File: config.mk
export PLATFORM = sky130hd
export DESIGN_NAME = pe_layer_sequencer
export DESIGN_NICKNAME = d
export VERILOG_FILES = /design/src/rtl/pe_seq_pkg.sv /design/src/rtl/pe_seq_capture.sv /design/src/rtl/pe_layer_sequencer.sv
export SDC_FILE = /design/constraint.sdc
export NUM_CORES = 1
export LEC_CHECK = 0
export BUFFER_PORTS_ARGS = -buffer_cell sky130_fd_sc_hd__buf_2
export CAP_MARGIN = 20
export CORE_MARGIN = 2
export CORE_UTILIZATION = 53
export DETAILED_ROUTE_END_ITERATION = 8
export GPL_TIMING_DRIVEN = 0
export PLACE_DENSITY = 0.86
export SLEW_MARGIN = 40
export SYNTH_ARGS = -nofsm -noshare
export SYNTH_HDL_FRONTEND = slang
export SYNTH_SLANG_ARGS = --single-unit
File: constraint.sdc
create_clock -name clk -period 7.2 [get_ports clk]
set_input_delay 0.72 -clock clk [delete_from_list [all_inputs] [get_ports clk]]
set_output_delay 0.72 -clock clk [all_outputs]
set_load 0.01 [all_outputs]
File: src/rtl/pe_seq_pkg.sv
`default_nettype none
// ============================================================================
// Module   : pe_seq_pkg
// Purpose  : Shared types and latency constants for the PE layer sequencer.
// Revision : 1.0 - initial release
// ============================================================================
package pe_seq_pkg;

    typedef enum logic [2:0] {
        S_IDLE  = 3'd0,
        S_SET   = 3'd1,
        S_ACC   = 3'd2,
        S_DRAIN = 3'd3,
        S_DONE  = 3'd4
    } seq_state_t;

    // Clocks from a PE input (set/en) to the matching change on nnout.
    localparam int PE_LATENCY  = 3;
    // Read latency of the weight, input and bias RAMs.
    localparam int RAM_LATENCY = 1;

endpackage : pe_seq_pkg
`default_nettype wire

File: src/rtl/pe_seq_capture.sv
`default_nettype none
// ============================================================================
// Module   : pe_seq_capture
// Purpose  : Delays the per-neuron "last input" flag by the PE latency and
//            registers pe_nnout with its neuron index when it arrives.
// Revision : 1.0 - initial release
// ============================================================================
module pe_seq_capture
    import pe_seq_pkg::*;
#(
    parameter int NNIN_W = 16,
    parameter int BA_W   = 8
) (
    input  logic              clk,
    input  logic              rst_n,
    input  logic              last_in,
    input  logic [BA_W-1:0]   idx_in,
    input  logic [NNIN_W-1:0] pe_nnout,
    output logic              fire,
    output logic [BA_W-1:0]   fire_idx,
    output logic              out_valid,
    output logic [NNIN_W-1:0] out_data,
    output logic [BA_W-1:0]   out_idx
);

    logic [PE_LATENCY-1:0] r_last_pipe;
    logic [BA_W-1:0]       r_idx_pipe [PE_LATENCY];

    assign fire     = r_last_pipe[PE_LATENCY-1];
    assign fire_idx = r_idx_pipe[PE_LATENCY-1];

    always_ff @(posedge clk) begin
        if (!rst_n) begin
            r_last_pipe <= '0;
            for (int i = 0; i < PE_LATENCY; i++) begin
                r_idx_pipe[i] <= '0;
            end
            out_valid <= 1'b0;
            out_data  <= '0;
            out_idx   <= '0;
        end else begin
            r_last_pipe   <= {r_last_pipe[PE_LATENCY-2:0], last_in};
            r_idx_pipe[0] <= idx_in;
            for (int i = 1; i < PE_LATENCY; i++) begin
                r_idx_pipe[i] <= r_idx_pipe[i-1];
            end
            out_valid <= fire;
            if (fire) begin
                out_data <= pe_nnout;
                out_idx  <= fire_idx;
            end
        end
    end

endmodule : pe_seq_capture
`default_nettype wire

File: src/rtl/pe_layer_sequencer.sv
`default_nettype none
// ============================================================================
// Module   : pe_layer_sequencer
// Purpose  : Drives one two-MAC PE through a fully-connected layer, fetching
//            bias/weight/input words and capturing one result per neuron.
// Revision : 1.0 - initial release
// ============================================================================
module pe_layer_sequencer
    import pe_seq_pkg::*;
#(
    parameter int COFF_W   = 16,
    parameter int NNIN_W   = 16,
    parameter int NIN_MAX  = 256,
    parameter int NOUT_MAX = 256,
    parameter int WA_W     = 14,
    parameter int IA_W     = $clog2(NIN_MAX/2),
    parameter int BA_W     = $clog2(NOUT_MAX)
) (
    input  logic                           clk,
    input  logic                           rst_n,
    input  logic                           start,
    input  logic [$clog2(NIN_MAX+1)-1:0]   cfg_n_in,
    input  logic [$clog2(NOUT_MAX+1)-1:0]  cfg_n_out,
    input  logic [WA_W-1:0]                cfg_wt_base,
    output logic                           busy,
    output logic                           done,
    output logic                           wt_rd_en,
    output logic [WA_W-1:0]                wt_addr,
    input  logic [2*COFF_W-1:0]            wt_rd_data,
    output logic                           in_rd_en,
    output logic [IA_W-1:0]                in_addr,
    input  logic [2*NNIN_W-1:0]            in_rd_data,
    output logic                           b_rd_en,
    output logic [BA_W-1:0]                b_addr,
    input  logic [COFF_W-1:0]              b_rd_data,
    output logic                           pe_set,
    output logic                           pe_en,
    output logic [COFF_W-1:0]              pe_bias,
    output logic [COFF_W-1:0]              pe_coff1,
    output logic [COFF_W-1:0]              pe_coff2,
    output logic [NNIN_W-1:0]              pe_nnin1,
    output logic [NNIN_W-1:0]              pe_nnin2,
    input  logic [NNIN_W-1:0]              pe_nnout,
    output logic                           out_valid,
    output logic [NNIN_W-1:0]              out_data,
    output logic [BA_W-1:0]                out_idx
);

    localparam int NI_W = $clog2(NIN_MAX+1);
    localparam int NO_W = $clog2(NOUT_MAX+1);

    seq_state_t       r_state;
    logic [NI_W-1:0]  r_pairs;
    logic             r_odd;
    logic [NO_W-1:0]  r_n_out;
    logic [BA_W-1:0]  r_neuron;
    logic [IA_W-1:0]  r_pair;
    logic [WA_W-1:0]  r_wt_next;

    // PE-side controls: issue decisions delayed to line up with RAM data.
    logic             r_pe_set;
    logic             r_pe_en;
    logic             r_pad;
    logic             r_last;
    logic [BA_W-1:0]  r_last_idx;

    logic [NI_W:0]    w_cfg_sum;
    logic [NI_W-1:0]  w_cfg_pairs;
    logic             w_no_pairs;
    logic             w_last_pair;
    logic             w_last_neuron;
    logic             w_cap_last;
    logic             w_cap_fire;
    logic [BA_W-1:0]  w_cap_idx;

    assign w_cfg_sum     = {1'b0, cfg_n_in} + {{NI_W{1'b0}}, 1'b1};
    assign w_cfg_pairs   = w_cfg_sum[NI_W:1];
    assign w_no_pairs    = (r_pairs == '0);
    assign w_last_pair   = (({{(NI_W-IA_W){1'b0}}, r_pair} + NI_W'(1)) == r_pairs);
    assign w_last_neuron = (({{(NO_W-BA_W){1'b0}}, r_neuron} + NO_W'(1)) == r_n_out);
    assign w_cap_last    = (({{(NO_W-BA_W){1'b0}}, w_cap_idx} + NO_W'(1)) == r_n_out);

    always_ff @(posedge clk) begin
        if (!rst_n) begin
            r_state    <= S_IDLE;
            r_pairs    <= '0;
            r_odd      <= 1'b0;
            r_n_out    <= '0;
            r_neuron   <= '0;
            r_pair     <= '0;
            r_wt_next  <= '0;
            r_pe_set   <= 1'b0;
            r_pe_en    <= 1'b0;
            r_pad      <= 1'b0;
            r_last     <= 1'b0;
            r_last_idx <= '0;
            busy       <= 1'b0;
            done       <= 1'b0;
            wt_rd_en   <= 1'b0;
            wt_addr    <= '0;
            in_rd_en   <= 1'b0;
            in_addr    <= '0;
            b_rd_en    <= 1'b0;
            b_addr     <= '0;
        end else begin
            wt_rd_en <= 1'b0;
            in_rd_en <= 1'b0;
            b_rd_en  <= 1'b0;
            done     <= 1'b0;

            r_pe_set   <= (r_state == S_SET);
            r_pe_en    <= (r_state == S_ACC);
            r_pad      <= (r_state == S_ACC) && w_last_pair && r_odd;
            r_last     <= ((r_state == S_SET) && w_no_pairs) ||
                          ((r_state == S_ACC) && w_last_pair);
            r_last_idx <= r_neuron;

            case (r_state)
                S_IDLE: begin
                    if (start) begin
                        r_pairs   <= w_cfg_pairs;
                        r_odd     <= cfg_n_in[0];
                        r_n_out   <= cfg_n_out;
                        r_wt_next <= cfg_wt_base;
                        r_neuron  <= '0;
                        r_pair    <= '0;
                        if (cfg_n_out == '0) begin
                            r_state <= S_DONE;
                        end else begin
                            r_state <= S_SET;
                            busy    <= 1'b1;
                            b_rd_en <= 1'b1;
                            b_addr  <= '0;
                        end
                    end
                end
                S_SET: begin
                    if (!w_no_pairs) begin
                        r_state   <= S_ACC;
                        r_pair    <= '0;
                        wt_rd_en  <= 1'b1;
                        in_rd_en  <= 1'b1;
                        wt_addr   <= r_wt_next;
                        r_wt_next <= r_wt_next + 1'b1;
                        in_addr   <= '0;
                    end else if (w_last_neuron) begin
                        r_state <= S_DRAIN;
                    end else begin
                        r_neuron <= r_neuron + 1'b1;
                        b_rd_en  <= 1'b1;
                        b_addr   <= r_neuron + 1'b1;
                    end
                end
                S_ACC: begin
                    if (!w_last_pair) begin
                        r_pair    <= r_pair + 1'b1;
                        wt_rd_en  <= 1'b1;
                        in_rd_en  <= 1'b1;
                        wt_addr   <= r_wt_next;
                        r_wt_next <= r_wt_next + 1'b1;
                        in_addr   <= r_pair + 1'b1;
                    end else if (w_last_neuron) begin
                        r_state <= S_DRAIN;
                    end else begin
                        // Next SET follows immediately so the PE never idles mid-layer.
                        r_state  <= S_SET;
                        r_neuron <= r_neuron + 1'b1;
                        b_rd_en  <= 1'b1;
                        b_addr   <= r_neuron + 1'b1;
                    end
                end
                S_DRAIN: begin
                    if (w_cap_fire && w_cap_last) begin
                        r_state <= S_DONE;
                    end
                end
                S_DONE: begin
                    done    <= 1'b1;
                    busy    <= 1'b0;
                    r_state <= S_IDLE;
                end
                default: begin
                    r_state <= S_IDLE;
                end
            endcase
        end
    end

    assign pe_set   = r_pe_set;
    assign pe_en    = r_pe_en;
    assign pe_bias  = r_pe_set ? b_rd_data : '0;
    assign pe_coff1 = r_pe_en ? wt_rd_data[COFF_W-1:0] : '0;
    // An odd input count leaves the top coefficient of the final word as padding.
    assign pe_coff2 = (r_pe_en && !r_pad) ? wt_rd_data[2*COFF_W-1:COFF_W] : '0;
    assign pe_nnin1 = r_pe_en ? in_rd_data[NNIN_W-1:0] : '0;
    assign pe_nnin2 = r_pe_en ? in_rd_data[2*NNIN_W-1:NNIN_W] : '0;

    pe_seq_capture #(
        .NNIN_W (NNIN_W),
        .BA_W   (BA_W)
    ) u_capture (
        .clk       (clk),
        .rst_n     (rst_n),
        .last_in   (r_last),
        .idx_in    (r_last_idx),
        .pe_nnout  (pe_nnout),
        .fire      (w_cap_fire),
        .fire_idx  (w_cap_idx),
        .out_valid (out_valid),
        .out_data  (out_data),
        .out_idx   (out_idx)
    );

endmodule : pe_layer_sequencer
`default_nettype wire

# [Word level (Yosys, flattened, before mapping)]
# Memories as Yosys holds them, arrays and structs flattened.
# Index checks and enable logic that the tools add are counted.
[word_totals] ff_bits=124 ram_bits=24 inputBits=131 output_inout_bits=141 word_cells=123 memories=1
[op_classes] add_sub_neg=7 eq_ne=15 mux=54 n_bitwise=3 reduce_logical=20
[mem_list] memory="u_capture.r_idx_pipe" depth=3 word_bits=8 read_ports=3 rd_ports_with_merged_regs=0 write_ports=3 line="pe_seq_capture.sv:27" source="logic [BA_W-1:0] r_idx_pipe [PE_LATENCY];"
[op_table] cell="8-bit 2-to-1 mux" count=12
[op_table] cell="16-bit 2-to-1 mux" count=5
[op_table] cell="14-bit 2-to-1 mux" count=5
[op_table] cell="8-bit one-hot mux with 3 select lines" count=2
[op_table] cell="14-bit one-hot mux with 3 select lines" count=1
[op_table] cell="14-bit one-hot mux with 2 select lines" count=1
[op_table] cell="7-bit 2-to-1 mux" count=3
[op_table] cell="7-bit one-hot mux with 3 select lines" count=1
[op_table] cell="8-bit by 1-bit adder with 9-bit output, second input constant" count=2
[op_table] cell="9-bit == test" count=2
[op_table] cell="9-bit logical NOT" count=2
[op_table] cell="3-bit 2-to-1 mux" count=6
[op_table] cell="14-bit by 1-bit adder with 14-bit output, second input constant" count=1
[op_table] cell="2-bit inequality test, second input constant" count=7
[op_table] cell="7-bit one-hot mux with 2 select lines" count=1
[op_table] cell="1-bit 2-to-1 mux" count=12
[op_table] cell="3-bit one-hot mux with 4 select lines" count=1
[op_table] cell="4-bit AND reduction" count=3
[op_table] cell="9-bit by 1-bit adder with 10-bit output, second input constant" count=1
[op_table] cell="8-bit by 9-bit == test with 1-bit output" count=1
[op_table] cell="7-bit by 1-bit adder with 8-bit output, second input constant" count=1
[op_table] cell="8-bit by 1-bit adder with 8-bit output, second input constant" count=1
[op_table] cell="7-bit by 1-bit adder with 7-bit output, second input constant" count=1
[op_table] cell="3-bit by 2-bit == test with 1-bit output, second input constant" count=2
[op_table] cell="other kinds (16)" count=25

# [Depth between registers and ports, before layout]
# Gate-level depths: netlist (run 1).
# An unclocked memory read counts as a cell.
[depth] depth_word=6 depth_mapped=11 mapped_depth_nobuf=9

# [Cells and area by module]
# Synthesis (run 1) repeated with hierarchy kept, for this count alone.
[unflattened] cells_unflattened=840 area_unflattened_um2=7324.5
[modules_own_cells] module="pe_layer_sequencer" n_inst=1 cells_per_inst=696 area_per_inst_um2=5587.9 seq_area_each_um2=1921.8
[modules_own_cells] module="pe_seq_capture" n_inst=1 cells_per_inst=144 area_per_inst_um2=1736.7 seq_area_each_um2=1041.0

# [Worst setup path after synthesis (run 1)]
# Ideal clock, no wire load.
[synth_timing] kind="register -> register" from="register r_pair[0]" to="register r_neuron[6]" setup_time_ns=0.130 t_arrival_ns=2.345 required_ns=7.070 slack_ns=4.725 path_stages_with_launch=11 n_path_buf=1 synth_period_minus_slack_ns=2.475 path_cell_list="dfxtp_1 ha_1 nand3_1 xnor2_1 nor4_2 and4_1 buf_4 o21ai_2 a211oi_2 a2bb2oi_1 o32ai_1"
[synth_via] elab_chain_len=4
[synth_rtl] element="from (decl)" line="pe_layer_sequencer.sv:57" source="logic [IA_W-1:0] r_pair;"
[synth_rtl] element="from (signal assigned)" line="pe_layer_sequencer.sv:156" source="r_pair <= r_pair + 1'b1;"
[synth_rtl] element="7-bit by 1-bit adder with 8-bit output" line="pe_layer_sequencer.sv:79" source="assign w_last_pair = (({{(NI_W-IA_W){1'b0}}, r_pair} + NI_W'(1)) == r_pairs);"
[synth_rtl] element="8-bit by 9-bit == test with 1-bit output" line="pe_layer_sequencer.sv:79"
[synth_rtl] element="2-bit inequality test (no line)"
[synth_rtl] element="4-bit AND reduction (no line)"
[synth_rtl] element="to (signal assigned)" line="pe_layer_sequencer.sv:149" source="r_neuron <= r_neuron + 1'b1;"
[synth_rtl] element="to (signal assigned)" line="pe_layer_sequencer.sv:167" source="r_neuron <= r_neuron + 1'b1;"
[synth_rtl] element="to (decl)" line="pe_layer_sequencer.sv:56" source="logic [BA_W-1:0] r_neuron;"
# Every way passes these cells.
# A chain may end at the register's enable or synchronous reset.

# [Worst setup path after layout (run 1)]
[layout_timing] from="register r_pair[0]" to="register r_wt_next[9]"
[layout_via] elab_chain_len=4
[layout_rtl] element="7-bit by 1-bit adder with 8-bit output" line="pe_layer_sequencer.sv:79"
[layout_rtl] element="8-bit by 9-bit == test with 1-bit output" line="pe_layer_sequencer.sv:79"
[layout_rtl] element="2-bit inequality test (no line)"
[layout_rtl] element="4-bit AND reduction (no line)"
[layout_rtl] element="to (signal assigned)" line="pe_layer_sequencer.sv:124" source="r_wt_next <= cfg_wt_base;"
[layout_rtl] element="to (signal assigned)" line="pe_layer_sequencer.sv:144" source="r_wt_next <= r_wt_next + 1'b1;"
[layout_rtl] element="to (signal assigned)" line="pe_layer_sequencer.sv:160" source="r_wt_next <= r_wt_next + 1'b1;"
[layout_rtl] element="to (decl)" line="pe_layer_sequencer.sv:58" source="logic [WA_W-1:0] r_wt_next;"
# Every way passes these cells.

==> results.json, run 1 <==
{
  "slew_headroom_pct": 46.52,
  "start_kind": "flop",
  "syn2layout_area_growth_pct": 31.26,
  "p_leak_nw": 4.326,
  "synth_top_family_by_area": "simple AND/OR/NAND/NOR gates",
  "synthFlopType": "dfxtp_1",
  "yosysTopAreaCell": "dfxtp_1",
  "cts_setup_buffers": 0,
  "synth.mux.area_fraction_pct": 5.561,
  "antenna_found_initial": 12,
  "numClockSinks": 148,
  "fill_cells": 1047,
  "vias": 7255,
  "cts_root_buf": "clkbuf_16",
  "async_reset_ff_share_pct": 0,
  "synth_cells": 814,
  "clock_skew_ns": 0.006552,
  "post_cts_resized": 0,
  "synth_warnings": 0,
  "grt_overflow_total": 0,
  "rsz0062_at_grt": "no",
  "ff_latch_area_um2": 2963,
  "synth_edf_count": 0,
  "syn-cell-area_um2": 7020,
  "gp_congestion": 0.9962,
  "grt_max_degree": 17,
  "fp.dieW_um": 119.1,
  "crit_family": "compound AO/OA/AOI/OAI gates",
  "die_area_um2": 14180,
  "powerDensity_nw_per_um2": 272.4,
  "period_share_pct": 42.01,
  "syn_area_per_cell_um2": 8.625,
  "crit_type": "flop to flop",
  "fin_crit_ns": 3.025,
  "clockBufferDepth": 2,
  "portBuffers": 270,
  "slew_viol_final": 0,
  "wl_per_cell_um": 19.82,
  "cts_buffers": 17,
  "ys_seq_area_share_pct": 42.20,
  "hold_buffers": 0,
  "grt_pass1_wl_mm": 37.78,
  "drtPass1Iterations": 6,
  "insertion_delay_ns": 0.43,
  "crit_fanout": 10,
  "route.detailed.drc": 0,
  "finalSetupTns_ns": 0,
  "drt_iter0_drc": 938,
  "synthSimpleGateAreaFrac_pct": 27.71,
  "dp_slack_ns": 4.277,
  "core-area_um2": 13090,
  "yosys-top-cells-count": "dfxtp_1 (148), and2_1 (111), nor2_1 (89), nand2_1 (72), mux2i_1 (39)",
  "worstPathArrival_ns": 3.38,
  "synth_fa_ha_area_share_pct": 0.8911,
  "synth.area.top_cells": "dfxtp_1 (42%), and2_1 (9.9%), mux2i_1 (5.6%), nor2_1 (4.8%), nand2_1 (3.8%)",
  "cts_tree": "done",
  "worstHoldPathType": "flop to flop",
  "synth.top_cell.area_share_pct": 42.20,
  "start_util_pct": 53.65,
  "via_per_inst": 5.572,
  "cp-end-kind": "flop",
  "drive_above_1_share_pct": 30.11,
  "max_stage_delay_ns": 0.47,
  "synth_compound_area_share_pct": 13.40,
  "synth.most_common_cell": "dfxtp_1",
  "required_ns": 7.56,
  "ys_types": 68,
  "ys_ff_latch": 148,
  "setup_viol": 0,
  "dpl.hpwl_mm": 20.51,
  "fp.dieH_um": 119.1,
  "syn_nets": 950,
  "synth-xor-area-share_pct": 6.024,
  "worstMarginPinSlew_ns": 0.8022,
  "finalHoldViolations": 0,
  "htree_num_levels": 4,
  "postRouteAntennaNets": 0,
  "run_status": "finished clean",
  "drv_cap": 0,
  "layout.nets": 1239,
  "grt_pass1_vias": 6602,
  "multiInputGateArea_um2": 3764,
  "grt_util_all_layers_pct": 35.47,
  "vdd.ir_drop.worst_mv": 0.1851,
  "ios": 272,
  "slowest_stage": "dfxtp_1",
  "wl_mm": 25.81,
  "clock.fmax_mhz": 330.6,
  "fin_util_pct": 70.42,
  "crit_chain": "ha_1, nand3_1, xnor2_1, nor4_2, a41oi_1, o21ai_2, and2_1, buf_2, o211ai_1, o21ai_0",
  "cp_num_buf_inv": 1,
  "clk_pin_slew_ns": 0.06,
  "layout_setup_ws_ns": 4.175,
  "rows": 42
}
## state kept, by name, indices dropped and copies added (netlist names), 3 cells and up
name                   flops
u_capture.out_data        16
r_wt_next                 14
b_addr                     8
u_capture.r_idx_pipe      24
in_addr                    7
r_pair                     7
u_capture.r_last_pipe      3
r_n_out                    9
r_last_idx                 8
r_pairs                    9
u_capture.out_idx          8
r_state                    3
r_neuron                   8
wt_addr                   14
## final timing paths
kind,from,end,slack [ns],depth (start not counted)
max,r_pair[0]$_SDFFE_PN0P_,r_wt_next[9]$_SDFFE_PN0P_,4.18,10
min reg2reg,r_last_idx[5]$_SDFF_PN0_,u_capture.r_idx_pipe[0][5]$_SDFF_PN0_,0.43,1
max reg2reg,r_pair[0]$_SDFFE_PN0P_,r_wt_next[9]$_SDFFE_PN0P_,4.18,10
min,r_last_idx[5]$_SDFF_PN0_,u_capture.r_idx_pipe[0][5]$_SDFF_PN0_,0.43,1
## final cells by class
type | count | area share (%)
Multi-Input combinational cell | 596 | 40.84
Sequential cell | 148 | 32.15
Timing Repair Buffer | 270 | 14.66
Clock buffer | 17 | 4.616
Buffer | 54 | 2.553
Tap cell | 176 | 2.390
Clock inverter | 15 | 1.860
Inverter | 16 | 0.6517
Antenna cell | 10 | 0.2716
## cells in the final DEF (no fill, tap or decap), drive strengths merged, types with 4 or more instances in the layout
| cell type | count |
|---|---|
| xnor2 | 21 |
| clkinv | 4 |
| a31oi | 10 |
| mux2i | 39 |
| nand4 | 9 |
| xnor3 | 4 |
| o21ai | 36 |
| and3 | 10 |
| clkbuf | 54 |
| ha | 5 |
| diode | 10 |
| nand2 | 73 |
| a22oi | 5 |
| and4 | 5 |
| nor3b | 4 |
| o211ai | 10 |
| nor4 | 6 |
| nand3 | 26 |
| a211oi | 13 |
| inv | 22 |
| nor3 | 21 |
| xor2 | 17 |
| and2 | 111 |
| a21oi | 30 |
| o22ai | 8 |
| dfxtp | 148 |
| nor2 | 90 |
| buf | 287 |
## metrics by stage
| stage | total power, mW | hold slack (ns) | cell area (um^2) | cells |
|---|---|---|---|---|
| 6_report | 2.510 | 0.4318 | 9215 | 1302 |
| 5_1_grt | 2.598 | 0.4424 | 9195 | 1294 |
| 4_1_cts | 2.496 | 0.4325 | 9190 | 1292 |
| 3_5_place_dp | 1.612 | 0.4177 | 8593 | 1260 |
| 3_3_place_gp | 1.603 | 0.4137 | 8592 | 1260 |
| 2_1_floorplan | 1.377 | 0.4119 | 7020 | 814 |
## power by group
part	switching [mW]	internal [mW]
sequential	0.0704	0.882
clock	0.374	0.519
combinational	0.407	0.258
total	0.851	1.66
## routing by layer
layer  track usage [%]  vias up  routed length [um]
met1             44.68     3359                9816
met3             11.21       72                3272
met2             54.96      425               11640
met4             17.34        4                1060
met5                 0        -                  26
li1                  -     3395                   -
## cells by family (layout without fill, tap and decap cells)
| family | count (synthesis) | after routing |
|---|---|---|
| fa+ha+maj | 5 | 5 |
| other cells | 0 | 10 |
| mux | 39 | 39 |
| compound gates | 137 | 137 |
| flops | 148 | 148 |
| buf+inv | 70 | 372 |
| xor+xnor | 42 | 42 |
| simple gates | 373 | 373 |
## worst reg2reg max path: cells and delay by family, from the launching register on
| family | cells | cell delay (ns) |
|---|---|---|
| AO/OA/AOI/OAI | 4 | 0.86 |
| AND/OR/NAND/NOR | 3 | 0.80 |
| flip-flops | 1 | 0.47 |
| adder cells (fa/ha/maj) | 1 | 0.37 |
| buffers and inverters | 1 | 0.26 |
| XOR/XNOR | 1 | 0.20 |
Note: power is estimated with default switching activity, not from simulation.
==> run 2: changes to the inputs <==
--- a/config.mk
+++ b/config.mk
@@ -5,13 +5,14 @@
 export SDC_FILE = /design/constraint.sdc
 export NUM_CORES = 1
 export LEC_CHECK = 0
+export ABC_AREA = 1
 export BUFFER_PORTS_ARGS = -buffer_cell sky130_fd_sc_hd__buf_2
 export CAP_MARGIN = 20
 export CORE_MARGIN = 2
-export CORE_UTILIZATION = 53
+export CORE_UTILIZATION = 45
 export DETAILED_ROUTE_END_ITERATION = 8
 export GPL_TIMING_DRIVEN = 0
-export PLACE_DENSITY = 0.86
+export PLACE_DENSITY = 0.77
 export SLEW_MARGIN = 40
 export SYNTH_ARGS = -nofsm -noshare
 export SYNTH_HDL_FRONTEND = slang
==> constraint.sdc (replaced) <==
create_clock -name clk -period 2.6 [get_ports clk]
set_input_delay 0.26 -clock clk [delete_from_list [all_inputs] [get_ports clk]]
set_output_delay 0.26 -clock clk [all_outputs]
set_load 0.01 [all_outputs]
==> results.json, run 2 <==
{
  "hold_buffers": 0,
  "clk_pin_slew_ns": 0.06,
  "drive_above_1_share_pct": 23.85,
  "syn_area_per_cell_um2": 6.508,
  "grt_util_all_layers_pct": 27.31,
  "period_share_pct": 89.83,
  "synthFlopType": "dfxtp_1",
  "cts_setup_buffers": 0,
  "fill_cells": 1553,
  "synth.most_common_cell": "nand2_1",
  "synth_cells": 1110,
  "placed_area_um2": 8851,
  "ys_ff_latch": 148,
  "powerDensity_nw_per_um2": 942.8,
  "cts_buffers": 17,
  "drv_cap": 0,
  "slew_viol_final": 0,
  "clockBufferDepth": 2,
  "insertion_delay_ns": 0.43,
  "start_kind": "flop",
  "slowest_stage": "dfxtp_1",
  "yosysTopAreaCell": "dfxtp_1",
  "core-area_um2": 15770,
  "cts_root_buf": "clkbuf_16",
  "max_flop_register": "u_capture.r_idx_pipe",
  "worstHoldPathType": "input pin to flop",
  "p_total_mw": 8.951,
  "via_per_inst": 4.896,
  "p_leak_nw": 5.498,
  "slew_headroom_pct": 57.74,
  "synth.area.top_cells": "dfxtp_1 (41%), nand2_1 (15%), inv_1 (10%), nor2_1 (7.1%), a21oi_1 (5.0%)",
  "portBuffers": 271,
  "htree_num_levels": 4,
  "placed_cells": 1597,
  "fin_cells": 1634,
  "fin_crit_ns": 2.335,
  "synth.top_cell.area_share_pct": 41.01,
  "cp-end-kind": "flop",
  "grt_max_degree": 17,
  "ys_seq_area_share_pct": 41.01,
  "wl_per_cell_um": 14.60,
  "postRouteAntennaNets": 0,
  "grt_overflow_total": 0,
  "crit_chain": "ha_1, nand3_2, xor2_2, inv_1, nand2_1, nand2_1, nor2_2, nand3_2, nand2_2, nand2_4, nor2_4, buf_6, nand3_1, nand2_1, nor2_1",
  "crit_fanout": 10,
  "syn-cell-area_um2": 7224,
  "design_area_um2": 9494,
  "run_status": "finished clean",
  "setup_viol": 0,
  "start_util_pct": 45.81,
  "synth_warnings": 0,
  "synth_edf_count": 0,
  "syn_nets": 1246,
  "crit_type": "flop to flop",
  "drt_iter0_drc": 666,
  "rows": 46,
  "vias": 8000,
  "fp.dieW_um": 130.7,
  "rsz0062_at_grt": "no",
  "yosys-top-cells-count": "nand2_1 (283), inv_1 (194), dfxtp_1 (148), nor2_1 (137), a21oi_1 (72)",
  "fp.dieH_um": 130.7,
  "drtPass1Iterations": 5,
  "layout.nets": 1536,
  "route.detailed.drc": 0,
  "vdd.ir_drop.worst_mv": 0.5947,
  "finalSetupTns_ns": 0,
  "layout.cells.most_common": "nand2_1",
  "grt_pass1_vias": 7000,
  "antenna_found_initial": 5,
  "worstPathArrival_ns": 2.66,
  "grt_pass1_wl_mm": 35.71,
  "finalHoldViolations": 0,
  "clock.fmax_mhz": 428.2,
  "path_common_cell": "nand2_1",
  "cts_tree": "done",
  "reg_top3": "u_capture.r_idx_pipe: 24 flops, u_capture.out_data: 16 flops",
  "syn2layout_area_growth_pct": 31.42,
  "gp_congestion": 0.9564,
  "async_reset_ff_share_pct": 0,
  "largest_register_ffs": 24,
  "die_area_um2": 17080,
  "dpl.hpwl_mm": 18.65,
  "wl_mm": 23.86,
  "ff2ff_setup_slack_ns": 0.26,
  "ios": 272,
  "worstMarginPinSlew_ns": 0.6339,
  "ys_types": 37,
  "final_cell_mix": "nand2_1 (283), buf_2 (276), inv_1 (194)",
  "required_ns": 2.93,
  "numClockSinks": 148,
  "fin_util_pct": 60.20,
  "post_cts_resized": 0,
  "max_stage_delay_ns": 0.39,
  "clock_skew_ns": 0.005995
}
==> run 2: cell count changes after synthesis, sizes merged, moves of 42 or more <==
cell   before  now
nand2      73  286
inv        16  199
and2      111    1
a21oi      30   72
nand3      26   69
nor2       90  142
==> run 2: final timing paths <==
kind,cells past startpoint,startpoint,end
hold reg to reg,2,u_capture.r_idx_pipe[0][5]$_SDFF_PN0_,u_capture.r_idx_pipe[0][13]$_SDFF_PN0_
setup / recovery,15,r_pair[1]$_SDFFE_PN0P_,r_neuron[6]$_SDFFE_PN0P_
setup reg to reg,15,r_pair[1]$_SDFFE_PN0P_,r_neuron[6]$_SDFFE_PN0P_
hold / removal,3,pe_nnout[3],u_capture.out_data[3]$_SDFFE_PN0P_
==> run 2: logic make-up after synthesis <==
| group | Yosys count | synth area share (%) |
|---|---|---|
| AND/OR/NAND/NOR | 529 | 30.57 |
| buffers and inverters | 249 | 13.49 |
| adder cells (fa/ha/maj) | 5 | 0.8660 |
| AO/OA/AOI/OAI | 156 | 11.27 |
| flip-flops | 148 | 41.01 |
| XOR/XNOR | 23 | 2.788 |
==> run 2: layer usage <==
metal	global-route usage, %	vias up	routed length, um	share of wire (%)
met3	5.293	47	1856	7.8
met4	11.64	0	643	2.7
met5	0	-	0	0
li1	-	3989	-	-
met1	34.09	3638	9837	41
met2	46.20	326	11530	48
==> run 2: worst max-delay path, delay by kind of cell (launching register included) <==
kind	cells	cell delay, ns
XOR/XNOR	1	0.20
buffers and inverters	2	0.26
flip-flops	1	0.39
AND/OR/NAND/NOR	11	1.15
adder cells (fa/ha/maj)	1	0.23
==> run 2: stage by stage <==
stage               hold slack [ns]  setup slack [ns]
global placement             0.3921            0.2763
detailed placement           0.3975            0.2730
floorplan                    0.3905            0.6355
finish                      0.04709            0.2645
global route                0.06412           0.02470
CTS                         0.03671            0.1940
==> run 2: report_power, final <==
part | internal [mW] | total [mW] | switching (mW)
combinational | 1.17 | 3.32 | 2.15
clock | 1.61 | 2.56 | 0.953
sequential | 2.70 | 3.07 | 0.365
total | 5.48 | 8.95 | 3.47
==> run 2: area by class of cell <==
class | instances | area, um^2 | area share (%)
multi-input cells | 713 | 3297 | 34.73
flip-flops and latches | 148 | 2965 | 31.23
repair buffers | 271 | 1356 | 14.29
inverters | 201 | 754.5 | 7.947
clock buffers | 20 | 436.7 | 4.599
well taps | 216 | 270.3 | 2.847
plain buffers | 48 | 220.2 | 2.319
clock inverters | 12 | 181.4 | 1.911
diodes | 5 | 12.51 | 0.1318
==> run 3: changes to the inputs <==
==> constraint.sdc (replaced) <==
create_clock -name clk -period 1.95 [get_ports clk]
set_input_delay 0.195 -clock clk [delete_from_list [all_inputs] [get_ports clk]]
set_output_delay 0.195 -clock clk [all_outputs]
set_load 0.01 [all_outputs]
==> results.json, run 3 (synthesized netlist as in run 2, its figures left out) <==
{
  "rows": 46,
  "drt_iter0_drc": 805,
  "postRouteAntennaNets": 0,
  "syn2layout_area_growth_pct": 45.53,
  "worstHoldPathType": "input pin to flop",
  "cts_buffers": 17,
  "hold_ws_ns": 0.0003974,
  "clock_skew_ns": 0.006062,
  "slew_viol_final": 0,
  "setup_viol": 64,
  "htree_num_levels": 4,
  "vias": 8660,
  "grt.busiest_layer": "met2",
  "p_leak_nw": 5.907,
  "violations": "setup timing",
  "fill_cells": 1361,
  "drv_cap": 0,
  "insertion_delay_ns": 0.44,
  "layout.cells.most_common": "buf_2",
  "worstMarginPinSlew_ns": 0.8498,
  "finalHoldViolations": 0,
  "rsz0062_at_grt": "yes",
  "wl_mm": 27.61,
  "cts_tree": "done",
  "dpl.hpwl_mm": 18.34,
  "die_area_um2": 17080,
  "largest_register_ffs": 24,
  "dp_slack_ns": -0.3317,
  "portBuffers": 271,
  "cts_root_buf": "clkbuf_16",
  "required_ns": 2.31,
  "fin_crit_ns": 2.377,
  "antenna_found_initial": 10,
  "design_area_um2": 10510,
  "worstPathArrival_ns": 2.73,
  "slew_headroom_pct": 43.35,
  "wl_per_cell_um": 16.35,
  "start_kind": "flop",
  "cp-end-kind": "flop",
  "drive_above_1_share_pct": 32.90,
  "clockBufferDepth": 2,
  "gp_congestion": 0.8917,
  "grtUsageMet2_pct": 48.53,
  "route.detailed.drc": 0,
  "period_share_pct": 121.9,
  "grt_pass1_vias": 7498,
  "grt_pass1_wl_mm": 38.19,
  "drtPass1Iterations": 5,
  "core-area_um2": 15770,
  "met1_usage_pct": 34.61,
  "via_per_inst": 5.127,
  "final_cell_mix": "buf_2 (278), nand2_1 (266), inv_1 (189)",
  "start_util_pct": 45.81,
  "layout.nets": 1588,
  "clock.fmax_mhz": 420.7,
  "powerDensity_nw_per_um2": 1310,
  "reg_top3": "u_capture.r_idx_pipe: 24 flops, u_capture.out_data: 16 flops",
  "vdd.ir_drop.worst_mv": 0.8647,
  "fp.dieW_um": 130.7,
  "crit_fanout": 5,
  "placed_area_um2": 8855,
  "layout_setup_ws_ns": -0.4271,
  "max_flop_register": "u_capture.r_idx_pipe",
  "grt_util_all_layers_pct": 29.43,
  "numClockSinks": 148,
  "clk_pin_slew_ns": 0.06,
  "grt_max_degree": 17,
  "grt_overflow_total": 0,
  "grt_util_met3_pct": 7.288,
  "run_status": "finished, violations left",
  "ios": 272,
  "crit_type": "flop to flop",
  "fp.dieH_um": 130.7
}
==> run 3: cell types whose count changed in the layout (fill, tap and decap cells not counted), moves of 11 or more <==
cell,before,now
o21ai_0,71,55
nor2_2,4,15
o21ai_2,0,14
a21oi_2,0,19
buf_4,5,25
nand3_1,66,54
nand2_1,283,266
a21oi_1,72,53
dlygate4sd3_1,0,14
nand2_2,2,15
nor2_1,136,122
==> run 3: worst paths after layout <==
check | from | end | slack (ns) | cells past startpoint
worst min register to register | u_capture.r_idx_pipe[0][8]$_SDFF_PN0_ | u_capture.r_idx_pipe[0][16]$_SDFF_PN0_ | 0.41 | 2
worst max register to register | r_pair[0]$_SDFFE_PN0P_ | r_pair[0]$_SDFFE_PN0P_ | -0.43 | 15
worst min-delay path | pe_nnout[10] | u_capture.out_data[10]$_SDFFE_PN0P_ | 0.0004 | 3
worst max-delay path | r_pair[0]$_SDFFE_PN0P_ | r_pair[0]$_SDFFE_PN0P_ | -0.43 | 15
==> run 3: cell type report <==
| type | instances | area [um^2] | share of cell area (%) |
|---|---|---|---|
| Antenna cell | 8 | 20.02 | 0.1904 |
| Buffer | 48 | 276.5 | 2.630 |
| Clock buffer | 18 | 439.2 | 4.177 |
| Clock inverter | 14 | 151.4 | 1.440 |
| Inverter | 201 | 769.5 | 7.319 |
| Multi-Input combinational cell | 713 | 3689 | 35.08 |
| Sequential cell | 148 | 2985 | 28.39 |
| Tap cell | 216 | 270.3 | 2.571 |
| Timing Repair Buffer | 323 | 1913 | 18.20 |
==> run 3: per-stage QoR <==
step                      power (mW)  util [%]  std cells  setup TNS [ns]
after floorplan                7.016         -       1110               0
after global placement         8.397     56.15       1597          -13.45
after detailed placement       8.464     56.15       1597          -14.90
after CTS                      13.02     64.46       1673          -7.441
after global routing           14.43     66.67       1689          -24.30
final                          13.77     66.67       1689          -20.30
==> run 3: worst max-delay path, stage by stage (launching register included) <==
cell and delay (ns):
dfxtp_4 0.37, buf_4 0.14, nand4_4 0.17, nor2_4 0.18
nand2_1 0.07, nand2_1 0.09, nand2_1 0.06, nor2_2 0.21
nand4_1 0.20, nand2_2 0.14, inv_2 0.07, nand2_4 0.11
buf_12 0.12, buf_8 0.13, nand2_1 0.08, a21oi_2 0.13
==> run 3: where the power goes <==
group          switching, mW  internal [mW]  total [mW]
registers              0.540           3.61        4.15
logic                   3.67           2.63        6.30
clock network           1.39           1.93        3.32
total                   5.60           8.17        13.8
==> run 3: timing repair <==
item,CTS,global route
buffers inserted,24,7
hold buffers,14,0
endpoints found under the setup margin,96,87
resized for setup,101,75
pin swaps,21,28
cloned,6,1
endpoints found under the hold margin,14,0
==> run 3: metal layers <==
layer	vias up	share of wire, %
li1	4108	-
met1	3875	37
met2	529	47
met3	144	9.6
met4	4	6.0
met5	-	0.062
